### src/rtl/dcache_ctrl_param.sv
// Direct-mapped, write-through, no-write-allocate data cache controller.
// Fills whole blocks over a req/ack memory port and counts read hits/misses.
module dcache_ctrl_param #(
    parameter int ADDR_W = 10,
    parameter int DATA_W = 32,
    parameter int LINES  = 32,
    parameter int WORDS  = 4,
    parameter int CNT_W  = 16
) (
    input  logic              clk,
    input  logic              RST,
    input  logic              MemRead,
    input  logic              MemWrite,
    input  logic [ADDR_W-1:0] WA,
    input  logic [DATA_W-1:0] Data_in,
    output logic [DATA_W-1:0] Data_out,
    output logic              stall,
    output logic              mem_req,
    output logic              mem_we,
    output logic [ADDR_W-1:0] mem_addr,
    output logic [DATA_W-1:0] mem_wdata,
    input  logic              mem_ack,
    input  logic [DATA_W-1:0] mem_rdata,
    output logic [CNT_W-1:0]  hit_cnt,
    output logic [CNT_W-1:0]  miss_cnt
);
    // state  | meaning
    // IDLE   | serve read hits, launch fills and stores
    // FILL   | fetch block word by word from memory
    // WRITE  | store forwarded to memory, waiting for ack
    // WDONE  | one stall-free cycle so the core retires the store
    localparam int OFF_W = $clog2(WORDS);
    localparam int IDX_W = $clog2(LINES);
    localparam int TAG_W = ADDR_W - OFF_W - IDX_W;

    localparam logic [1:0] S_IDLE  = 2'd0;
    localparam logic [1:0] S_FILL  = 2'd1;
    localparam logic [1:0] S_WRITE = 2'd2;
    localparam logic [1:0] S_WDONE = 2'd3;

    logic [1:0]       state_q, state_d;
    logic [OFF_W-1:0] cnt_q, cnt_d;
    logic [LINES-1:0] valid_q, valid_d;
    logic [CNT_W-1:0] hit_cnt_q, hit_cnt_d;
    logic [CNT_W-1:0] miss_cnt_q, miss_cnt_d;

    logic [TAG_W-1:0]  tag_ram  [LINES];
    logic [DATA_W-1:0] data_ram [LINES*WORDS];

    logic [OFF_W-1:0]       offset;
    logic [IDX_W-1:0]       index;
    logic [TAG_W-1:0]       tag;
    logic                   hit;
    logic                   data_we;
    logic                   tag_we;
    logic [IDX_W+OFF_W-1:0] data_wptr;
    logic [DATA_W-1:0]      data_wdata;

    assign offset    = WA[OFF_W-1:0];
    assign index     = WA[OFF_W +: IDX_W];
    assign tag       = WA[ADDR_W-1 -: TAG_W];
    assign hit       = valid_q[index] && (tag_ram[index] == tag);
    assign Data_out  = hit ? data_ram[{index, offset}] : '0;
    assign mem_wdata = Data_in;
    assign hit_cnt   = hit_cnt_q;
    assign miss_cnt  = miss_cnt_q;

    always_comb begin
        state_d    = state_q;
        cnt_d      = cnt_q;
        valid_d    = valid_q;
        hit_cnt_d  = hit_cnt_q;
        miss_cnt_d = miss_cnt_q;
        stall      = 1'b0;
        mem_req    = 1'b0;
        mem_we     = 1'b0;
        mem_addr   = WA;
        data_we    = 1'b0;
        tag_we     = 1'b0;
        data_wptr  = {index, offset};
        data_wdata = Data_in;
        case (state_q)
            S_IDLE: begin
                if (MemWrite) begin
                    stall   = 1'b1;
                    state_d = S_WRITE;
                end else if (MemRead) begin
                    if (hit) begin
                        if (hit_cnt_q != '1) hit_cnt_d = hit_cnt_q + 1'b1;
                    end else begin
                        stall   = 1'b1;
                        state_d = S_FILL;
                        cnt_d   = '0;
                        // the old block is being overwritten word by word
                        valid_d[index] = 1'b0;
                        if (miss_cnt_q != '1) miss_cnt_d = miss_cnt_q + 1'b1;
                    end
                end
            end
            S_FILL: begin
                stall    = 1'b1;
                mem_req  = 1'b1;
                mem_addr = {tag, index, cnt_q};
                if (mem_ack) begin
                    data_we    = 1'b1;
                    data_wptr  = {index, cnt_q};
                    data_wdata = mem_rdata;
                    cnt_d      = cnt_q + 1'b1;
                    if (cnt_q == OFF_W'(WORDS - 1)) begin
                        valid_d[index] = 1'b1;
                        tag_we         = 1'b1;
                        state_d        = S_IDLE;
                    end
                end
            end
            S_WRITE: begin
                stall   = 1'b1;
                mem_req = 1'b1;
                mem_we  = 1'b1;
                if (mem_ack) begin
                    data_we = hit;
                    state_d = S_WDONE;
                end
            end
            S_WDONE: state_d = S_IDLE;
            default: state_d = S_IDLE;
        endcase
    end

    always_ff @(posedge clk) begin
        if (RST) begin
            state_q    <= S_IDLE;
            cnt_q      <= '0;
            valid_q    <= '0;
            hit_cnt_q  <= '0;
            miss_cnt_q <= '0;
        end else begin
            state_q    <= state_d;
            cnt_q      <= cnt_d;
            valid_q    <= valid_d;
            hit_cnt_q  <= hit_cnt_d;
            miss_cnt_q <= miss_cnt_d;
        end
    end

    // Arrays carry no reset; an aborted fill must not leave partial writes behind a valid bit.
    always_ff @(posedge clk) begin
        if (data_we && !RST) data_ram[data_wptr] <= data_wdata;
        if (tag_we && !RST) tag_ram[index] <= tag;
    end
endmodule

### config.mk
export PLATFORM = sky130hd
export DESIGN_NAME = dcache_ctrl_param
export DESIGN_NICKNAME = d
export VERILOG_FILES = /design/src/rtl/dcache_ctrl_param.sv
export SDC_FILE = /design/constraint.sdc
export NUM_CORES = 2
export LEC_CHECK = 0
export CAP_MARGIN = 0
export CORE_MARGIN = 2
export CORE_UTILIZATION = 55
export DETAILED_ROUTE_END_ITERATION = 7
export PLACE_DENSITY = 0.71
export REMOVE_ABC_BUFFERS = 1
export SYNTH_ARGS = -nofsm -noshare
export SYNTH_HDL_FRONTEND = slang
export SYNTH_MEMORY_MAX_BITS = 65536
export SYNTH_SLANG_ARGS = --single-unit
### constraint.sdc
create_clock -name clk -period 8.49 [get_ports clk]
set_clock_uncertainty 0.05 [all_clocks]
set_input_delay 2.547 -clock clk [delete_from_list [all_inputs] [get_ports clk]]
set_output_delay 2.547 -clock clk [all_outputs]
set_load 0.05 [all_outputs]
# Yosys cells after proc, flatten, opt, wreduce, memory -nomap -nowiden
# Memories as Yosys holds them, arrays and structs flattened.
# Cells that the tools add are included.
# word_totals
mem_bits_ro	0
latch_bits	0
wordCells	89
ram_bits	4192
memories	2
regBits	68
inputBits	79
output_inout_bits	109
# classes
reduce_logical	13
mux	44
multipliers	0
eq_ne	15
shifts	0
add_sub_neg	3
n_div	0
order_cmp	2
n_bitwise	5
# memory_table
memory	depth	width	read_ports	rd_ports_with_merged_regs	write_ports	line	text
data_ram	128	32	1	0	1	48	logic [DATA_W-1:0] data_ram [LINES*WORDS];
tag_ram	32	3	1	0	1	47	logic [TAG_W-1:0] tag_ram [LINES];
# op_table
operator	count
$mux 32	8
$pmux 32 s2	1
$add 16x1->16 const B	2
$and 32x32->32	1
$ne 16x16->1 const B	2
$not 32->32	1
$or 32x32->32	1
$mux 2	13
$reduce_and 5->1	4
$mux 1	16
$ne 2x2->1 const B	6
$pmux 2 s4	1
$eq 2x2->1 const B	3
$lt 5x6->1 const B	1
$ne 3x3->1 const B	2
$reduce_and 6->1	1
$bmux 1 s5	1
$demux 1 s5	1
$ge 5x1->1 const B	1
$logic_and 1x1->1	4
$pmux 1 s2	2
$pmux 2 s2	1
$eq 3x3->1	1
$add 2x1->2 const B	1
6 further kinds	7

# Logic depth before layout (Yosys ltp)
# depth
ltp_word	10
mapped_depth	14
mapped_depth_nobuf	10

# Worst setup path after synthesis
# OpenSTA, ideal clock, no wires.
# synth_path
path_kind	input to output
from	input WA[3]
to	output Data_out[0]
path_slack_ps	-1146
n_path_buf	4
path_stages	11
t_arrival_ps	7039
t_required_ps	5893
path_cell_list	buf_6 buf_8 mux2i_1 o22ai_1 a221o_1 or4_1 a21oi_2 o211ai_2 buf_2 buf_6 a2111oi_0
# synth_via
elab_chain_cells	4
word_cells_on_any_way	7
classes_between	eq/ne (1); mux (3); reduce/logical (1); memory (2)
# synth_lines
element	line	text
from (decl)	14	input logic [ADDR_W-1:0] WA,
$mem_v2 32x3 or $bmux 1 s5 (tied branches)	--	
$eq 3x3->1 or $mux 1 (tied branches)	62	assign hit = valid_q[index] && (tag_ram[index] == tag);
$logic_and 1x1->1	62	
$mux 32 *	63	assign Data_out = hit ? data_ram[{index, offset}] : '0;
to (decl)	16	output logic [DATA_W-1:0] Data_out,
# Every way passes the cells marked *; elsewhere a longest branch is shown, timed or not. The select of a mux whose other input is x is not followed.

# Worst setup path after layout
# layout_path
from	input WA[0]
to	output Data_out[17]
# layout_via
elab_chain_cells	2
# layout_lines
element	line
$mem_v2 128x32	--
$mux 32	63
# Every way passes these cells.

==> results_dict.tcl <==
set metrics [dict create \
    nFillCells 18897 \
    drive_gt1_share_pct 34.3 \
    fin_crit_sh_pct 99.9 \
    syn-cell-area_um2 165000 \
    first_global_vias 80560 \
    final_common_cell "edfxtp_1" \
    startpoint_type "input port" \
    synthFlopType "edfxtp_1" \
    die_w_um 551 \
    syn2layout_area_growth_pct 14.8 \
    core_area_um2 297000 \
    clock.fmax_mhz 118 \
    maxSlewViolCount 0 \
    cts-root-buf "clkbuf_16" \
    post_dp_cell_area_um2 175000 \
    power_density_nw_per_um2 243 \
    wire_per_inst_um 36.6 \
    finalSetupViolations 0 \
    slew_headroom_pct 13.2 \
    fin_crit_ps 8480 \
    initial_core_util_pct 55.4 \
    postCtsHoldBufs 0 \
    cts_tree "built" \
    p_leak_nw 58.9 \
    gp_congestion 0.896 \
    gr-usage-all-layers_pct 28.9 \
    ir_drop_v 0.000183 \
    mostFrequentLayoutCells "edfxtp_1, mux4_2, buf_4" \
    port-buffer-count 187 \
    fin_cells 11872 \
    outcome "complete, no violations" \
    ios 188 \
    end_kind "output port" \
    hold_viol 0 \
    syn_inst 6898 \
    drc 0 \
    tightestPinTransition_ps 1290 \
    required_ps 5890 \
    cap_violations 0 \
    fp-row-count 200 \
    overflow 0 \
    place_inst 11108 \
    grt_pass1_wl_um 612000 \
    ys_async_sr_fraction_pct 0 \
    cts_buffer_depth 4 \
    total_power_mw 46.0 \
    ys_types 71 \
    synth-edff-count 4192 \
    insertion_delay_ps 950 \
    ys_seq_area_share_pct 77.3 \
    die-area_um2 304000 \
    avgSynthCellArea_um2 23.9 \
    cp_max_fo 18 \
    nNetsFinal 7670 \
    yosys_warnings 0 \
    crit_type "input port to output port" \
    fp.dieH_um 551 \
    drt_pass1_iterations 8 \
    num_vias 80616 \
    grt_max_degree 93 \
    routed_wirelength_um 435000 \
    cts_inserted_buffers 412 \
    ys_seq_elements 4260 \
    clk_pin_slew_worst_paths_ps 60 \
    detail-route-antenna-nets 0 \
    arrival_ps 5890 \
    dpl.hpwl_um 254000 \
    hp-class "flip-flop to flip-flop" \
    viasPerCell 6.79 \
    htree_levels 5 \
    rsz0062_at_grt "false" \
    stdcell_area_um2 189000 \
    first_iter_violations 12207 \
    numClockSinks 4260 \
    antenna_found_initial 36 \
    fin_setup_tns_ps 0 \
]
metrics by stage:
stage                     util (%)  setup slack (ps)  hold slack [ps]
after floorplan                  -             -2930              385
after global placement        59.0              -285              406
after detailed placement      59.0              -279              412
after CTS                     63.6             -51.6              423
after global routing          63.6              3.12              446
final                         63.6              6.99              425
area by class of cell:
type / instances / area (um2) / share of cell area, %
Clock inverter: 255 / 2900 / 1.53
Tap cell: 3939 / 4930 / 2.61
Antenna cell: 11 / 27.5 / 0.0146
Timing Repair Buffer: 724 / 6960 / 3.68
Inverter: 26 / 100 / 0.0529
Clock buffer: 497 / 10700 / 5.67
Sequential cell: 4260 / 127000 / 67.3
Multi-Input combinational cell: 2160 / 36200 / 19.1
registers in the layout (all words and copies together) (netlist names), named ones only:
signal,count
state_q,2
data_ram,4096
miss_cnt,16
tag_ram,96
hit_cnt,16
cnt_q,2
synth_stat cells, drive strengths merged, types with 13 or more instances:
master     n  share of area, %
nand2     95              0.22
nor2b     13             0.049
mux4    1335                18
mux2i     71              0.43
and3      13             0.049
nand4     15             0.057
nor2      97              0.22
clkbuf   229              0.52
nand3     33              0.10
nor3     160              0.49
o31ai     15             0.071
dfxtp     68              0.83
edfxtp  4192                76
mux2      46              0.31
buf      223              0.72
inv       26             0.059
o32ai     17             0.090
nor4b     18             0.096
or3       18             0.068
o22ai     26             0.099
o21ai     33              0.10
a21oi     43              0.13
worst max-delay path, cell delays in order:
cell and delay, ps:
buf_16 210, buf_16 240, buf_4 260, mux4_2 270, mux4_2 330, inv_1 60
o21ai_0 990, o22ai_2 360, nor4_2 260, buf_4 170, buf_12 120
metal layers:
layer	vias to the layer above	global-route usage, %	part of all wire (%)
met2	5278	45.4	48
met4	10	11.3	4.3
met3	773	5.59	11
li1	31178	-	-
met1	43377	40.6	36
met5	-	0	0.015
path summary, 6_finish.rpt:
path | from | to | slack [ps] | depth (start not counted)
worst min-delay path | flip-flop | flip-flop | 430 | 2
worst min register to register | flip-flop | flip-flop | 430 | 2
worst max register to register | tag_ram[0][2]$_DFFE_PP_ | data_ram[49][6]$_DFFE_PP_ | 3400 | 13
worst max-delay path | WA[0] | Data_out[17] | 7 | 11
what timing repair did:
item,4_1_cts,5_1_grt
endpoints found under the setup margin,5,5
gates resized for setup,7,10
endpoints found under the hold margin,0,0
setup buffers,0,0
where the power goes:
group	internal, mW	leakage, nW	switching, mW
Sequential	23.8	38.2	0.0104
Clock	10.7	6.62	7.82
Combinational	1.08	14.1	2.50
Total	35.7	58.9	10.3
cell families (layout without fill, tap and decap cells):
family	Yosys count	after routing	synth area share [%]
compound gates	194	194	0.818
xor+xnor	1	1	0.00988
fa+ha+maj	7	7	0.0532
buf+inv	478	1502	1.30
flops	4260	4260	77.3
mux	1452	1452	19.0
other cells	0	11	0
simple gates	506	506	1.54
Power figures use the tool's default switching activity.
